<file path="src/rtl/data_gen_ctrl.sv">
// Test-pattern source for the seven-segment path: a signed up/down counter stepped by a prescaled tick.
// Supports run/hold/idle control, preload, and wrap or saturate at the range limits.
module data_gen_ctrl #(
   parameter int unsigned       CNT_W     = 23,
   parameter logic [CNT_W-1:0]  CNT_TICK  = 23'd4_999_999,
   parameter int unsigned       DATA_W    = 20,
   parameter logic [DATA_W-1:0] DATA_MAX  = 20'd999_999,
   parameter logic [DATA_W-1:0] STEP      = 20'd1,
   parameter bit                SIGNED_EN = 1'b0,
   parameter bit                WRAP      = 1'b1,
   parameter int unsigned       DIGITS    = 6,
   parameter logic [DIGITS-1:0] POINT_POS = 6'b000000
) (
   input  logic              sys_clk,
   input  logic              sys_rst_n,
   input  logic              start,
   input  logic              pause,
   input  logic              stop,
   input  logic              dir,
   input  logic              load,
   input  logic [DATA_W-1:0] load_val,
   input  logic              load_neg,
   output logic [DATA_W-1:0] data,
   output logic [DIGITS-1:0] point,
   output logic              sign,
   output logic              seg_en,
   output logic              tick,
   output logic              at_limit
);

   localparam int unsigned VW = DATA_W + 2;
   localparam logic signed [VW-1:0] MAX_S   = $signed(VW'(DATA_MAX));
   localparam logic signed [VW-1:0] MIN_S   = SIGNED_EN ? -MAX_S : '0;
   localparam logic signed [VW-1:0] STEP_S  = $signed(VW'(STEP));
   localparam logic [CNT_W-1:0]     CNT_PRE = CNT_TICK - CNT_W'(1);

   typedef enum logic [1:0] {IDLE, RUN, HOLD} state_t;

   state_t              state, state_next;
   logic [CNT_W-1:0]    cnt, cnt_next;
   logic                tick_next;
   logic [DATA_W-1:0]   data_next, step_mag, load_mag;
   logic                sign_next, step_neg, load_sgn;
   logic signed [VW-1:0] cur_s, sum_s, res_s, abs_s;

   // One step of the signed value with limit handling; wide enough that the sum never overflows.
   always_comb begin
      cur_s = $signed(VW'(data));
      if (sign) cur_s = -cur_s;
      sum_s = dir ? (cur_s - STEP_S) : (cur_s + STEP_S);
      if (sum_s > MAX_S)      res_s = WRAP ? MIN_S : MAX_S;
      else if (sum_s < MIN_S) res_s = WRAP ? MAX_S : MIN_S;
      else                    res_s = sum_s;
      step_neg = res_s[VW-1];
      abs_s    = step_neg ? -res_s : res_s;
      step_mag = DATA_W'(abs_s);
   end

   assign load_mag = (load_val > DATA_MAX) ? DATA_MAX : load_val;
   assign load_sgn = SIGNED_EN && load_neg && (load_mag != '0);

   // Next state and datapath: stop beats load, load beats start/pause, those beat the tick update.
   always_comb begin
      state_next = state;
      cnt_next   = cnt;
      tick_next  = 1'b0;
      data_next  = data;
      sign_next  = sign;
      if (stop) begin
         state_next = IDLE;
         cnt_next   = '0;
         data_next  = '0;
         sign_next  = 1'b0;
      end else if (load) begin
         cnt_next  = '0;
         data_next = load_mag;
         sign_next = load_sgn;
      end else begin
         unique case (state)
            IDLE: begin
               cnt_next = '0;
               if (start) state_next = RUN;
            end
            RUN: begin
               if (pause) begin
                  state_next = HOLD;
               end else begin
                  cnt_next  = (cnt == CNT_TICK) ? '0 : cnt + CNT_W'(1);
                  tick_next = (cnt == CNT_PRE);
                  if (tick) begin
                     data_next = step_mag;
                     sign_next = step_neg;
                  end
               end
            end
            HOLD: begin
               if (pause) state_next = RUN;
            end
            default: state_next = IDLE;
         endcase
      end
   end

   always_ff @(posedge sys_clk or negedge sys_rst_n) begin
      if (!sys_rst_n) state <= IDLE;
      else            state <= state_next;
   end

   always_ff @(posedge sys_clk or negedge sys_rst_n) begin
      if (!sys_rst_n) begin
         cnt    <= '0;
         tick   <= 1'b0;
         data   <= '0;
         sign   <= 1'b0;
         seg_en <= 1'b0;
      end else begin
         cnt    <= cnt_next;
         tick   <= tick_next;
         data   <= data_next;
         sign   <= sign_next;
         seg_en <= 1'b1;
      end
   end

   // IDLE masks the flag so an unsigned counter parked at zero after reset reports no limit.
   assign at_limit = (state != IDLE) &&
                     ((data == DATA_MAX) || (!SIGNED_EN && (data == '0)));
   assign point    = POINT_POS;

endmodule

</file>
<file path="config.mk">
export PLATFORM = sky130hd
export DESIGN_NAME = data_gen_ctrl
export DESIGN_NICKNAME = d
export VERILOG_FILES = /design/src/rtl/data_gen_ctrl.sv
export SDC_FILE = /design/constraint.sdc
export NUM_CORES = 1
export LEC_CHECK = 0
export ABC_AREA = 1
export BUFFER_PORTS_ARGS = -buffer_cell sky130_fd_sc_hd__buf_4
export CORE_ASPECT_RATIO = 0.6
export CORE_MARGIN = 1.5
export CORE_UTILIZATION = 60
export DETAILED_ROUTE_END_ITERATION = 10
export HOLD_SLACK_MARGIN = 0.03
export PLACE_DENSITY_LB_ADDON = 0.08
export REMOVE_ABC_BUFFERS = 1
export SETUP_SLACK_MARGIN = 0.1
export SKIP_LAST_GASP = 1
export SLEW_MARGIN = 20
export SYNTH_ARGS = -nofsm -noshare
export SYNTH_HDL_FRONTEND = slang
export SYNTH_SLANG_ARGS = --single-unit
</file>
<file path="constraint.sdc">
create_clock -name sys_clk -period 3.6 [get_ports sys_clk]
set_clock_uncertainty 0.2 [all_clocks]
set_input_delay 0.9 -clock sys_clk [delete_from_list [all_inputs] [get_ports sys_clk]]
set_output_delay 0.9 -clock sys_clk [all_outputs]
set_load 0.02 [all_outputs]
</file>
Word-level counts from Yosys, hierarchy flattened
Cells that the tools add are included.
Widths: inputs -> output; s select.
- register bits after elaboration: 48
- bits of input ports: 28
- output and inout bits: 30
- logic and storage cells: 67
- add/subtract/negate cells: 5
- order comparisons: 3
- equal/unequal tests: 11
- multiplexer cells: 31
- reduce and logical (&&, ||, !) cells: 11
- operator list (cell ; count):
    $mux 20 ; 7
    $mux 23 ; 4
    $mux 22 ; 4
    $eq 23x23->1 const B ; 2
    $pmux 23 s2 ; 1
    $add 23x1->23 const B ; 1
    $add 22x2->22 const B ; 1
    $gt 22x21->1 const B ; 1
    $lt 22x1->1 const B ; 1
    $neg 20->22 ; 1
    $sub 22x2->22 const B ; 1
    $eq 20x20->1 const B ; 1
    $gt 20x20->1 const B ; 1
    $logic_not 20->1 ; 1
    $neg 20->20 ; 1
    $mux 2 ; 5
    $mux 1 ; 9
    $ne 3x3->1 const B ; 3
    $pmux 2 s3 ; 1
    $reduce_bool 3->1 ; 2
    $ne 4x4->1 const B ; 1
    $reduce_and 4->1 ; 1
    $reduce_bool 4->1 ; 1
    $ne 3x1->1 const B ; 1
    other kinds (9) ; 9

Longest topological paths before layout
- depth in word-level cells: 14
- depth in mapped cells: 19
- gate-level depth less buffers: 18

Least setup slack after synthesis
Ideal clock, no wire load.
- path kind: reg2out
- start point: register data[10]
- end point: output at_limit
- data arrival time: 1783 ps
- data required time: 2500 ps
- path slack: 717 ps
- cell stages (with the launch flop): 3
- path buffers: 0
- cell sequence: dfrtp_1 or4_1 nor4b_1
- word-level cells in the longest chain between the ends: 3
- elaborated cells on any way between the ends: 4
- those cells by class: eq/ne (1); reduce/logical (3)
- RTL lines (item ; RTL line ; text):
    from (decl) ; 23 ; output logic [DATA_W-1:0] data,
    from (signal assigned) ; 119 ; data <= data_next;
    $eq 20x20->1 or $logic_not 20->1 (tied branches) ; 127 ; ((data == DATA_MAX) || (!SIGNED_EN && (data == '0)));
    $logic_or 1x1->1 * ; 127 ;
    $logic_and 1x1->1 * ; 126 ; assign at_limit = (state != IDLE) &&
    to (decl) ; 28 ; output logic at_limit
Mark *: on every way between the ends. The rest lies on a longest branch, timed or not.

Worst setup path in the final report
- start point: input dir
- end point: register data[10]
- word-level cells in the longest chain between the ends: 11
- elaborated cells on any way between the ends: 12
- those cells by class: add/sub (1); order compare (2); mux (9)
- RTL lines (item ; RTL line ; text):
    from (decl) ; 19 ; input logic dir,
    $mux 22 * ; 50 ; sum_s = dir ? (cur_s - STEP_S) : (cur_s + STEP_S);
    $lt 22x1->1 ; 52 ; else if (sum_s < MIN_S) res_s = WRAP ? MAX_S : MIN_S;
    $mux 22 ; 52 ;
    $mux 22 * ; 51 ; if (sum_s > MAX_S) res_s = WRAP ? MIN_S : MAX_S;
    $neg 20->20 ; 55 ; abs_s = step_neg ? -res_s : res_s;
    $mux 20 * ; 55 ;
    $mux 20 * ; 90 ; if (tick) begin
    $mux 20 * ; 85 ; if (pause) begin
    $mux 20 * ; 79 ; unique case (state)
    $mux 20 * ; 74 ; end else if (load) begin
    $mux 20 * ; 69 ; if (stop) begin
Mark *: on every way between the ends. The rest lies on a longest branch, timed or not. The select of a mux whose other input is x is not followed.
A chain may end at the register's enable or synchronous reset.

==> metrics <==
DR iter-0 viols 565; DRC 0; core footprint 6760 um^2; unrepaired setup endpoints after global routing true; commonest non-fill, non-tap cells in the layout nand2_1, inv_1, nor2_1; critical path endpoint category register; fin crit period 3230 ps; top post-synthesis cells by area dfrtp_1, nand2_1, inv_1; ANT cells 0; most common cell after layout, fill and taps aside nand2_1; Fin. Hold Viols 0; Yosys warnings 0; top cell type's share of synthesized area 0.276; # setup viols final 0; Critical Path AT 3250 ps; Reg2Reg Depth 15; nets 770; Slew @ Worst Pin 1040 ps; CTS tree built; Filler Cell Count 593; most frequent CP cell nand2_1; Max Slew Vio Count 0; crit-path max FO 24; clock sinks 47; H-tree Lvls 2; sequential area share after synthesis 0.276; cell area power density 421 nW/um^2; ANT nets after route 0; gr ovfl total 0; Startpoint Class input port; outcome finished clean; Worst VDD drop 0.270 mV; ys async rst share 1.00; Hold Path Stages 1; setup slack, reg-to-reg 710 ps; GP Congestion 1.03; Num CTS Buffers 5; Setup CP Type input port to register; Worst Path Buf+Inv 2; Setup TNS 0 ps; Min-Delay Startpoint cnt[5]$_DFFE_PN0P_; initial antenna violation count 0; Area Growth Syn to Fin 14.8%; Post-synth EDFFs 0; post-synthesis cell type count 42; CTS clock-pin slew for the worst setup and hold paths 70 ps; die area 7620 um^2; FF+latch count, synth 47; Max-cap violations 0; static leakage power 0.00259 uW; starting density of the core 0.629; ys flop type dfrtp_1; final setup margin 366 ps; I/O Pins 58; hpwl dp 9.56 mm; class of the worst hold path register to register; Clk Tree Root Cell clkbuf_16; syn_area_per_cell 6.38 um^2; pre-CTS setup slack 82.6 ps; Tcrit/Tclk final 0.898; drt total wl 12.2 mm; Synth Instances 667; reg2reg start data[9]$_DFFE_PN0P_; Top delay family on crit path simple AND/OR/NAND/NOR gates; crit path cell chain buf_4, ha_1, nand2_1, nor2_1, nand3_1, nand4_1, nand2_1, nor2_1, nand3_1, nand2_1, nand2_1, nand2_1, nand2_2, inv_1, nand2_1, a21oi_1; die height 68.2 um; CP max stage delay 410 ps; postcts setup bufs 0; DRT Pass-1 Iters 5; slowest CP cell ha_1; DR vias 4608; IO buf count 49; Cell Area, Synth 4260 um^2; Synth area leader dfrtp_1; Site Rows 23; fmax 0.309 GHz; Max-slew headroom 0.308; Hold EP cnt[5]$_DFFE_PN0P_; FF-to-FF End data[10]$_DFFE_PN0P_; Die X-Extent 112 um; share of layout cells above drive strength 1 0.122; drt wl/cell 15.1 um; vias per cell 5.71; clk_lat worst skew 290 ps; overall global routing resource usage 0.331; Worst EP required 3620 ps; first-pass GRT wire length 19.6 mm; CTS max path bufs 2; vias in the first global route 4043; largest net degree at the start of global routing 48
==> synth_stat cells, types with 2 or more instances <==
master	n
nor3b_1	2
o31ai_1	5
clkbuf_1	5
conb_1	2
buf_4	7
nand3b_1	3
o21ai_0	23
nand2_4	2
nand2_2	5
inv_2	3
nand2_1	177
o21a_1	10
o21bai_1	4
dfrtp_1	47
nor3_2	2
nor3_1	7
nor2_1	70
nor4_1	8
nand4_1	14
inv_1	105
xnor2_1	3
xor2_1	4
a31oi_1	4
nor2_2	5
o21ai_1	3
nand3_1	41
ha_1	22
a21oi_1	61
nand3_2	4
buf_6	2
a21oi_2	6
==> per-layer routing <==
metal	routed length, um	up-vias	track usage
met5	0	-	0
met1	6090	2093	0.498
met2	4570	236	0.474
li1	-	2261	-
met3	1340	18	0.0788
met4	148	0	0.0791
==> how the worst max path moves through the flow <==
stage,start,endpoint,slack (ps),cells after the start
2_1_floorplan,load,data[12]$_DFFE_PN0P_,590,7
3_3_place_gp,dir,data[9]$_DFFE_PN0P_,120,14
3_5_place_dp,dir,data[9]$_DFFE_PN0P_,80,14
4_1_cts,dir,data[9]$_DFFE_PN0P_,380,16
5_1_grt,dir,data[6]$_DFFE_PN0P_,90,16
6_report,dir,data[10]$_DFFE_PN0P_,370,16
==> kinds of logic (layout without fill, tap and decap cells) <==
kind of cell,count (synthesis),after routing,synth area share
compound gates,121,121,0.164
xor+xnor,7,7,0.0144
fa+ha+maj,23,23,0.0694
buf+inv,124,171,0.119
flops,47,47,0.276
other cells,2,8,0.00176
simple gates,343,343,0.355
==> layout make-up <==
| type | count | area, um^2 | share of cell area |
|---|---|---|---|
| clock buffers | 6 | 129 | 0.0264 |
| clock inverters | 2 | 60.1 | 0.0123 |
| well taps | 87 | 109 | 0.0223 |
| repair buffers | 54 | 405 | 0.0829 |
| multi-input cells | 502 | 2600 | 0.532 |
| inverters | 109 | 409 | 0.0837 |
| flip-flops and latches | 47 | 1180 | 0.241 |
==> metrics by stage <==
step	utilization	area, um^2	hold WS, ps	std cells	total power (uW)
finish	0.723	4890	287	807	2060
detailed placement	0.694	4690	275	799	1430
global placement	0.694	4690	254	799	1410
global route	0.723	4890	297	807	2170
floorplan	-	4180	234	658	1170
CTS	0.722	4880	284	807	2040
==> registers in the layout (all words and copies together) (netlist names) <==
register,flops
data,20
seg_en,1
state,2
cnt,23
tick,1
==> power by group <==
part | total (uW) | internal, uW | leakage (uW) | switching [uW]
Clock | 613 | 399 | 0.0000911 | 214
Sequential | 632 | 568 | 0.000621 | 64.2
Combinational | 812 | 286 | 0.00188 | 526
Total | 2060 | 1250 | 0.00259 | 804
==> worst register-to-register path: cells and delay by family, from the launching register on <==
family          cells  cell delay [ps]
buf+inv             1              200
fa+ha+maj           1              410
simple gates       12             1370
flops               1              480
compound gates      1              140
==> repair_timing <==
item | 4_1_cts | 5_1_grt
resized for setup | 0 | 1
hold endpoints to repair | 0 | 0
hold buffers | 0 | 0
setup endpoints to repair | 0 | 3
(Power assumes the default switching activity.)
